--- src/rtl/reaction_timer_ctrl.sv ---
// reaction_timer_ctrl: sequences one reaction-game round (arm, lights, timing, result/foul); define BEST_TIME_EN to add best_ms tracking
module reaction_timer_ctrl #(
  parameter int CNT_W  = 14,
  parameter int MAX_MS = 9999
) (
  input  logic             clk,
  input  logic             rst_n,
  input  logic             tick,
  input  logic             start_btn,
  input  logic             react_btn,
  input  logic             time_out,
  output logic             trigger,
  output logic             busy,
  output logic             timing,
  output logic [CNT_W-1:0] result_ms,
  output logic             result_valid,
  output logic             jump_start
`ifdef BEST_TIME_EN
  ,
  output logic [CNT_W-1:0] best_ms
`endif
);
  localparam logic [2:0] S_IDLE   = 3'd0;
  localparam logic [2:0] S_ARM    = 3'd1;
  localparam logic [2:0] S_SEQ    = 3'd2;
  localparam logic [2:0] S_TIMING = 3'd3;
  localparam logic [2:0] S_RESULT = 3'd4;
  localparam logic [2:0] S_FOUL   = 3'd5;
  localparam logic [CNT_W-1:0] MAX = CNT_W'(MAX_MS);
  logic [2:0] state, nxt;
  logic [CNT_W-1:0] cnt;
  logic start_q, react_q, primed, start_rise, react_rise, sat, finish;
  // primed stays low for the first clock after reset so a button held through release is not seen as an edge
  always_comb begin
    start_rise = primed & start_btn & ~start_q;
    react_rise = primed & react_btn & ~react_q;
    sat        = cnt == MAX;
    finish     = state == S_TIMING && (react_rise || sat);
    nxt        = S_IDLE;
    case (state)
      S_IDLE:   nxt = start_rise ? S_ARM : S_IDLE;
      S_ARM:    nxt = S_SEQ;
      S_SEQ:    nxt = react_rise ? S_FOUL : time_out ? S_TIMING : S_SEQ;
      S_TIMING: nxt = finish ? S_RESULT : S_TIMING;
      S_RESULT: nxt = start_rise ? S_ARM : S_RESULT;
      S_FOUL:   nxt = start_rise ? S_ARM : S_FOUL;
      default:  nxt = S_IDLE;
    endcase
  end
  always_ff @(posedge clk or negedge rst_n) begin
    if (!rst_n) begin
      state        <= S_IDLE;
      start_q      <= 1'b0;
      react_q      <= 1'b0;
      primed       <= 1'b0;
      cnt          <= '0;
      result_ms    <= '0;
      trigger      <= 1'b0;
      busy         <= 1'b0;
      timing       <= 1'b0;
      result_valid <= 1'b0;
      jump_start   <= 1'b0;
    end else begin
      state        <= nxt;
      start_q      <= start_btn;
      react_q      <= react_btn;
      primed       <= 1'b1;
      trigger      <= nxt == S_ARM;
      busy         <= nxt inside {S_ARM, S_SEQ, S_TIMING};
      timing       <= nxt == S_TIMING;
      result_valid <= nxt == S_RESULT;
      jump_start   <= nxt == S_FOUL;
      if (nxt == S_ARM)
        cnt <= '0;
      else if (state == S_TIMING && tick && !sat)
        cnt <= cnt + 1'b1;
      if (finish)
        result_ms <= cnt;
      else if (nxt == S_ARM || nxt == S_FOUL)
        result_ms <= '0;
    end
  end
`ifdef BEST_TIME_EN
  always_ff @(posedge clk or negedge rst_n) begin
    if (!rst_n)
      best_ms <= MAX;
    else if (finish && cnt < best_ms)
      best_ms <= cnt;
  end
`endif
endmodule

--- config.mk ---
export PLATFORM = sky130hd
export DESIGN_NAME = reaction_timer_ctrl
export DESIGN_NICKNAME = d
export VERILOG_FILES = /design/src/rtl/reaction_timer_ctrl.sv
export SDC_FILE = /design/constraint.sdc
export NUM_CORES = 1
export LEC_CHECK = 0
export CAP_MARGIN = 0
export CORE_UTILIZATION = 35
export DETAILED_ROUTE_END_ITERATION = 8
export GPL_ROUTABILITY_DRIVEN = 0
export GPL_TIMING_DRIVEN = 1
export HOLD_SLACK_MARGIN = 0.12
export SLEW_MARGIN = 20
export SYNTH_ARGS = -nofsm -noshare
export SYNTH_HDL_FRONTEND = slang
export SYNTH_SLANG_ARGS = --single-unit
--- constraint.sdc ---
create_clock -name clk -period 3.6 [get_ports clk]
set_input_delay 1.08 -clock clk [delete_from_list [all_inputs] [get_ports clk]]
set_output_delay 1.08 -clock clk [all_outputs]
set_load 0.005 [all_outputs]
# --- Word-level counts from Yosys, hierarchy flattened ---
# Index checks and enable logic that the tools add are counted.
op_classes:
  n_addsub: 1
  n_eq_ne: 11
  mux: 11
  bitwise: 6
  reduce_logical: 10
ops:
  columns: ["operator", "count"]
  rows:
  - ["$mux 14", 4]
  - ["$pmux 3 s6", 1]
  - ["$add 14x1->14 const B", 1]
  - ["$eq 14x14->1 const B", 1]
  - ["$eq 3x2->1 const B", 4]
  - ["$eq 3x3->1 const B", 4]
  - ["$mux 3", 4]
  - ["$eq 3x1->1 const B", 2]
  - ["$and 1x1->1", 4]
  - ["$reduce_bool 2->1", 2]
  - ["$logic_and 1x1->1", 3]
  - ["$logic_not 3->1", 1]
  - ["$reduce_bool 3->1", 1]
  - ["$logic_or 1x1->1", 2]
  - ["$mux 1", 2]
  - ["$not 1->1", 2]
  - ["$logic_not 1->1", 1]
word_totals:
  reg_bits: 39

# --- Longest topological paths before layout ---
# Gate-level depths: netlist of run 1.
logic_depth:
  depth_word: 10
  ltp_mapped: 8
  mapped_depth_nobuf: 5

# --- Worst setup path after synthesis of run 1 ---
# No wires, ideal clock.
synth_path:
  path_type: "input-to-reg"
  startpoint: "in react_btn"
  endpoint: "reg result_ms[4]"
  arrival_ns: 2.387
  t_required_ns: 3.513
  setup_slack_ns: 1.126
  stages: 6
  n_path_buf: 2
  cell_sequence: "and3b_1 > clkbuf_1 > o311ai_0 > buf_2 > nand3_1 > o211ai_1"
synth_via:
  elab_chain_cells: 9
synth_lines:
  columns: ["element", "line", "rtl"]
  rows:
  - ["start: declaration", "10", "input logic react_btn,"]
  - ["$and 1x1->1 * (2 in series)", "36", "react_rise = primed & react_btn & ~react_q;"]
  - ["$logic_or 1x1->1", "38", "finish = state == S_TIMING && (react_rise || sat);"]
  - ["$logic_and 1x1->1", "38", null]
  - ["$mux 3", "44", "S_TIMING: nxt = finish ? S_RESULT : S_TIMING;"]
  - ["$pmux 3 s6", "40", "case (state)"]
  - ["$eq 3x1->1 or $eq 3x3->1 (tied branches)", "79", "else if (nxt == S_ARM || nxt == S_FOUL)"]
  - ["$logic_or 1x1->1", "79", null]
  - ["$reduce_bool 2->1 (no line)", null, null]
  - ["end signal: assignment", "78", "result_ms <= cnt;"]
  - ["end: declaration", "15", "output logic [CNT_W-1:0] result_ms,"]
# Every way passes the cells marked *; elsewhere a longest branch is shown, timed or not.
# A chain may end at the register's enable or synchronous reset.

# --- Final worst setup path of run 1 ---
# Ends and elaborated chain as after synthesis.

==> out/qor.yml, run 1 <==
critPathSlowestCell: "o311ai_1"
relSlewSlack_pct: 41.8
dieArea_um2: 6020
cts_made_buffers: 5
p_leak_nw: 0.962
avgRoutedWirePerCell_um: 15.3
wirelength_um: 4710
tightest_slew_ps: 873
insertion_delay_ps: 290
grt_pass1_wl_um: 7950
cp_num_buf_inv: 2
cp.arrival_ps: 2970
power_per_cell_area_nw_per_um2: 504
cts_resized: 0
fmax_mhz: 362
hp-class: "flop to flop"
rr_endpoint: "result_ms[2]"
switching_power_uw: 412
synthArstFlopShare_pct: 100
initial_core_util_pct: 36.3
port-buffer-count: 24
setup-tns-final_ps: 0
vias_per_cell: 5.34
synth_area_leaders: "dfrtp_1, nand3_1, inv_1"
crit_path_start_kind: "input port"
drive_gt1_share_pct: 6.38
clockBufferDepth: 2
cts.htree.levels: 2
synth_top_cell_area_share_pct: 48.8
firstDrtPassIters: 4
synth_top_area_cell: "dfrtp_1"
clk_pin_slew_ps: 80
power_frac_comb_pct: 29.6
clkSinkCount: 39
die_height_um: 77.6
switching_share_pct: 34.5
crit_fanout: 10
synthCells: 212
io_pins: 25
synth-edff-count: 0
n_antenna_cell: 0
grt_pass1_vias: 1587
pre_cts_ws_ps: 556
whs_ps: 542
rsz0062_at_grt: "false"
critPathTopFamily: "compound AO/OA/AOI/OAI gates"
yosysSeqAreaShare_pct: 48.8
antenna_found_initial: 0
postSynthAreaPerCell_um2: 9.43
cts_root_buf: "clkbuf_8"
grt_max_degree: 40
ys_warn_count: 0
cts_hold_buf: 0
cts_tree: "yes"
syn_nets: 219
finClkSkew_ps: 5.62
post_cts_buffers: 0
worstPathCellList: "clkdlybuf4s50_1, and3b_1, o311ai_1, buf_4, nand3_1, o211ai_1"
ys_ff_latch: 39
outcome: "finished clean"
core_um2: 5510
drt-initial-drc-count: 146
maxSlewViolCount: 0
final_cell_mix: "dfrtp_1, inv_1, clkdlybuf4s50_1"
area_growth_pct: 18.3
timing.rr.start: "cnt[4]"
hold-path-cell-count: 2
intPower_uw: 781
grt_usage_pct: 17.0
vias: 1639
p_clk_share_pct: 24.5
worstHoldEndpoint: "result_ms[9]"
syn_area_um2: 2000
r2r_slack_ps: 870
cp.required_ps: 3800
ys_types: 41
holdCritStartpoint: "result_ms[9]"
gr-total-overflow: 0
end_kind: "flop"
layout_commonest_cell: "dfrtp_1"
finalHoldViolCount: 0
std_cell_rows: 27
min_period_over_period_pct: 76.7
max_stage_delay_ps: 700
worstSetupPathType: "input port to flop"
rr_worst_depth: 4
finalCriticalPeriod_ps: 2760
seqPwrFrac_pct: 45.9
synth_ff_type: "dfrtp_1"
setup_violations: 0
die_w_um: 77.6
max_cap_violations: 0
nNetsFinal: 241
dpl.hpwl_um: 3180
setup_slack_ps: 838
dp_cells: 299
vdd_ir_drop_max_uv: 253
antenna_left: 0
drc: 0
final_cell_count_no_fill: 307
synthesized netlist by cell type (2+ instances only):
library cell,count
and3b_1,3
mux2i_1,4
dfrtp_1,39
o21ai_0,6
nand2_1,17
a2bb2oi_1,2
o211ai_1,2
inv_1,28
nand3b_1,3
and2b_1,2
and2_1,2
o221ai_1,12
a21oi_1,12
nand4_1,2
nor2_1,7
o31ai_1,7
nor4_1,2
buf_2,6
nand3_1,22
or4_4,2
nor4b_1,2
or4_1,8
clkbuf_1,4
metrics by stage:
stage	utilization (%)	total power, mW	cell area [um2]
6_report	42.9	1.19	2360
5_1_grt	42.9	1.26	2360
4_1_cts	42.9	1.20	2360
3_5_place_dp	41.5	0.905	2280
3_3_place_gp	41.5	0.900	2280
2_1_floorplan	-	0.763	2000
cell families (layout without fill, tap and decap cells):
kind of cell / after synthesis / after routing / synth area share (%)
muxes: 4 / 4 / 2.00
buffers and inverters: 40 / 63 / 8.45
DFF: 39 / 39 / 48.8
adders and majority gates: 1 / 1 / 0.626
and+or+nand+nor: 80 / 80 / 23.4
AOI/OAI and AO/OA: 47 / 47 / 16.5
other: 1 / 1 / 0.188
per-layer routing:
metal	up-vias	GRT usage, %	share of wire, %
li1	810	-	-
met2	47	23.5	43
met3	7	3.06	4.7
met4	0	7.92	1.7
met5	-	0	0
met1	775	25.3	50
worst max path at each step:
stage | to | cells past startpoint | slack (ps) | startpoint
detailed placement | result_ms[5] | 6 | 560 | react_btn
global placement | result_ms[4] | 6 | 620 | react_btn
floorplan | result_ms[4] | 6 | 1130 | react_btn
CTS | result_ms[4] | 6 | 850 | react_btn
finish | result_ms[4] | 6 | 840 | react_btn
global route | result_ms[12] | 4 | 640 | cnt[4]
worst register-to-register path, stage by stage (launching register included):
cell and delay [ps]:
dfrtp_1 480, nor4b_1 420, and4_1 780, o22a_1 660, o221ai_1 240
power groups by stage:
| stage | clock (mW) | combinational (mW) | sequential (mW) |
|---|---|---|---|
| final | 0.292 | 0.353 | 0.547 |
| after global routing | 0.314 | 0.391 | 0.556 |
| after CTS | 0.299 | 0.352 | 0.546 |
| after detailed placement | 0 | 0.352 | 0.554 |
| after global placement | 0 | 0.347 | 0.553 |
| after floorplan | 0 | 0.220 | 0.543 |
state kept, by name (all words and copies together), names as in the netlist:
signal        flops
busy              1
cnt              14
jump_start        1
primed            1
react_q           1
result_ms        14
result_valid      1
start_q           1
state             3
timing            1
trigger           1
layout make-up:
type | count | area [um2]
Tap cell | 72 | 90.1
Multi-Input combinational cell | 133 | 855
Clock inverter | 1 | 5.00
Clock buffer | 7 | 76.3
Timing Repair Buffer | 27 | 258
Fill cell | 567 | 3140
Inverter | 28 | 105
Sequential cell | 39 | 976
Power figures use the tool's default switching activity.
==> run 2, diff against run 1 <==
Clock period 3.6 ns to 2.5 ns, I/O delays scaled along.
==> out/qor.yml, run 2 (synthesized netlist as in run 1, its figures left out) <==
insertion_delay_ps: 300  # about the same
whs_ps: 493  # -48.6 ps
p_leak_nw: 1.02  # +6.5%
antenna_left: 0  # unchanged
crit_fanout: 9  # -1
vias: 1670  # +1.9%
wirelength_um: 4680  # -0.62%
power_per_cell_area_nw_per_um2: 760  # +51%
fmax_mhz: 441
end_kind: "flop"
worstPathCellList: "clkdlybuf4s50_1, nand2_1, or4_1, or4_1, a21oi_1"
die_w_um: 77.6  # unchanged
cp.required_ps: 2710  # -1090 ps
finalInstanceArea_um2: 2470  # +4.4%
gr-total-overflow: 0  # unchanged
multi_input_area_um2: 855  # unchanged
io_pins: 25  # unchanged
port-buffer-count: 24  # unchanged
outcome: "finished clean"
fillers: 538  # -5.1%
setup_slack_ps: 235  # -603 ps
drive_gt1_share_pct: 10.7  # +4.3 points
pre_cts_ws_ps: -51.8  # -608 ps
area_growth_pct: 23.5
setup-tns-final_ps: 0  # unchanged
cts.htree.levels: 2  # unchanged
post_cts_buffers: 0  # unchanged
die_height_um: 77.6  # unchanged
tightest_slew_ps: 506  # -367 ps
crit_path_start_kind: "input port"
vdd_ir_drop_max_uv: 385  # +52%
finalCriticalPeriod_ps: 2270
layout_commonest_cell: "dfrtp_1"
worstSetupPathType: "input port to flop"
setup_violations: 0  # unchanged
vias_per_cell: 5.28  # -1.0%
max_stage_delay_ps: 550  # -150 ps
clk_pin_slew_ps: 80  # about the same
dp_cells: 308  # +3.0%
finalHoldViolCount: 0  # unchanged
max_cap_violations: 0  # unchanged
min_period_over_period_pct: 90.6
seqCellArea_um2: 976  # unchanged
clkSinkCount: 39  # unchanged
hp-class: "input port to asynchronous set/reset pin"
reg_top3: "cnt x14, result_ms x14, state x3"
grt_usage_pct: 16.8  # -0.19 points
cts_made_buffers: 5  # unchanged
firstDrtPassIters: 6  # +2
core_um2: 5510  # unchanged
dpl.hpwl_um: 3270  # +2.8%
initial_core_util_pct: 36.3  # unchanged
antenna_found_initial: 0  # unchanged
grt_pass1_wl_um: 7830  # -1.5%
grt_max_degree: 40  # unchanged
cts_tree: "yes"
finClkSkew_ps: 8.30  # +2.68 ps
rsz0062_at_grt: "false"
drc: 0  # unchanged
critPathSlowestCell: "or4_1"
drt-initial-drc-count: 78  # -47%
dieArea_um2: 6020  # unchanged
cts_resized: 0  # unchanged
clockBufferDepth: 2  # unchanged
cts_root_buf: "clkbuf_8"
maxSlewViolCount: 0  # unchanged
final_cell_mix: "dfrtp_1, inv_1, clkdlybuf4s50_1"
std_cell_rows: 27  # unchanged
cts_hold_buf: 0  # unchanged
final_cell_count_no_fill: 316  # +2.9%
avgRoutedWirePerCell_um: 14.8  # -3.4%
placed_cell_area_um2: 2350  # +3.0%
grt_pass1_vias: 1532  # -3.5%
n_antenna_cell: 0  # unchanged
cp.arrival_ps: 2480  # -490 ps
relSlewSlack_pct: 66.3  # +24 points
nNetsFinal: 250  # +3.7%
crit_top_cell: "or4_1"
[run 2: cell types whose count changed in the layout (fill, tap and decap cells not counted)]
cell / before / now
buf_4: 3 / 12
clkbuf_1: 2 / 0
bufinv_16: 0 / 1
clkbuf_8: 5 / 6
[run 2: final cells by class]
class                   instances  share of cell area, %
flip-flops and latches         39                   39.5
clock inverters                 2                   1.42
repair buffers                 36                   13.2
well taps                      72                   3.65
multi-input cells             133                   34.6
clock buffers                   6                   3.35
inverters                      28                   4.26
[run 2: final timing paths]
path	from	to	slack [ps]	depth (start not counted)
max	tick	cnt[9]	230	5
min	rst_n	start_q	490	2
max reg2reg	cnt[7]	result_ms[1]	300	5
min in group clk	result_ms[6]	result_ms[6]	550	2
min reg2reg	result_ms[6]	result_ms[6]	550	2
max in group asynchronous	rst_n	cnt[1]	1640	2
[run 2: layer usage]
| layer | GRT usage [%] | share of wire (%) | up-vias | wire length (um) |
|---|---|---|---|---|
| met5 | 0 | 0 | - | 0 |
| met4 | 5.66 | 1.2 | 0 | 58 |
| met3 | 3.41 | 3.8 | 6 | 180 |
| met2 | 24.7 | 44 | 40 | 2050 |
| met1 | 24.5 | 51 | 796 | 2390 |
| li1 | - | - | 828 | - |
[run 2: through the flow]
stage	utilization, %	power [mW]
floorplan	-	1.10
global placement	42.7	1.33
detailed placement	42.7	1.34
CTS	44.8	1.89
global route	44.8	1.97
finish	44.8	1.88
[run 2: power by group]
group	switching (mW)	internal (mW)	total, mW
clock	0.226	0.323	0.549
combinational	0.297	0.243	0.541
sequential	0.0764	0.710	0.786
[run 2: worst max-delay path, delay by kind of cell]
family,cells,cell delay (ps)
buf+inv,1,490
simple gates,3,1050
compound gates,1,180
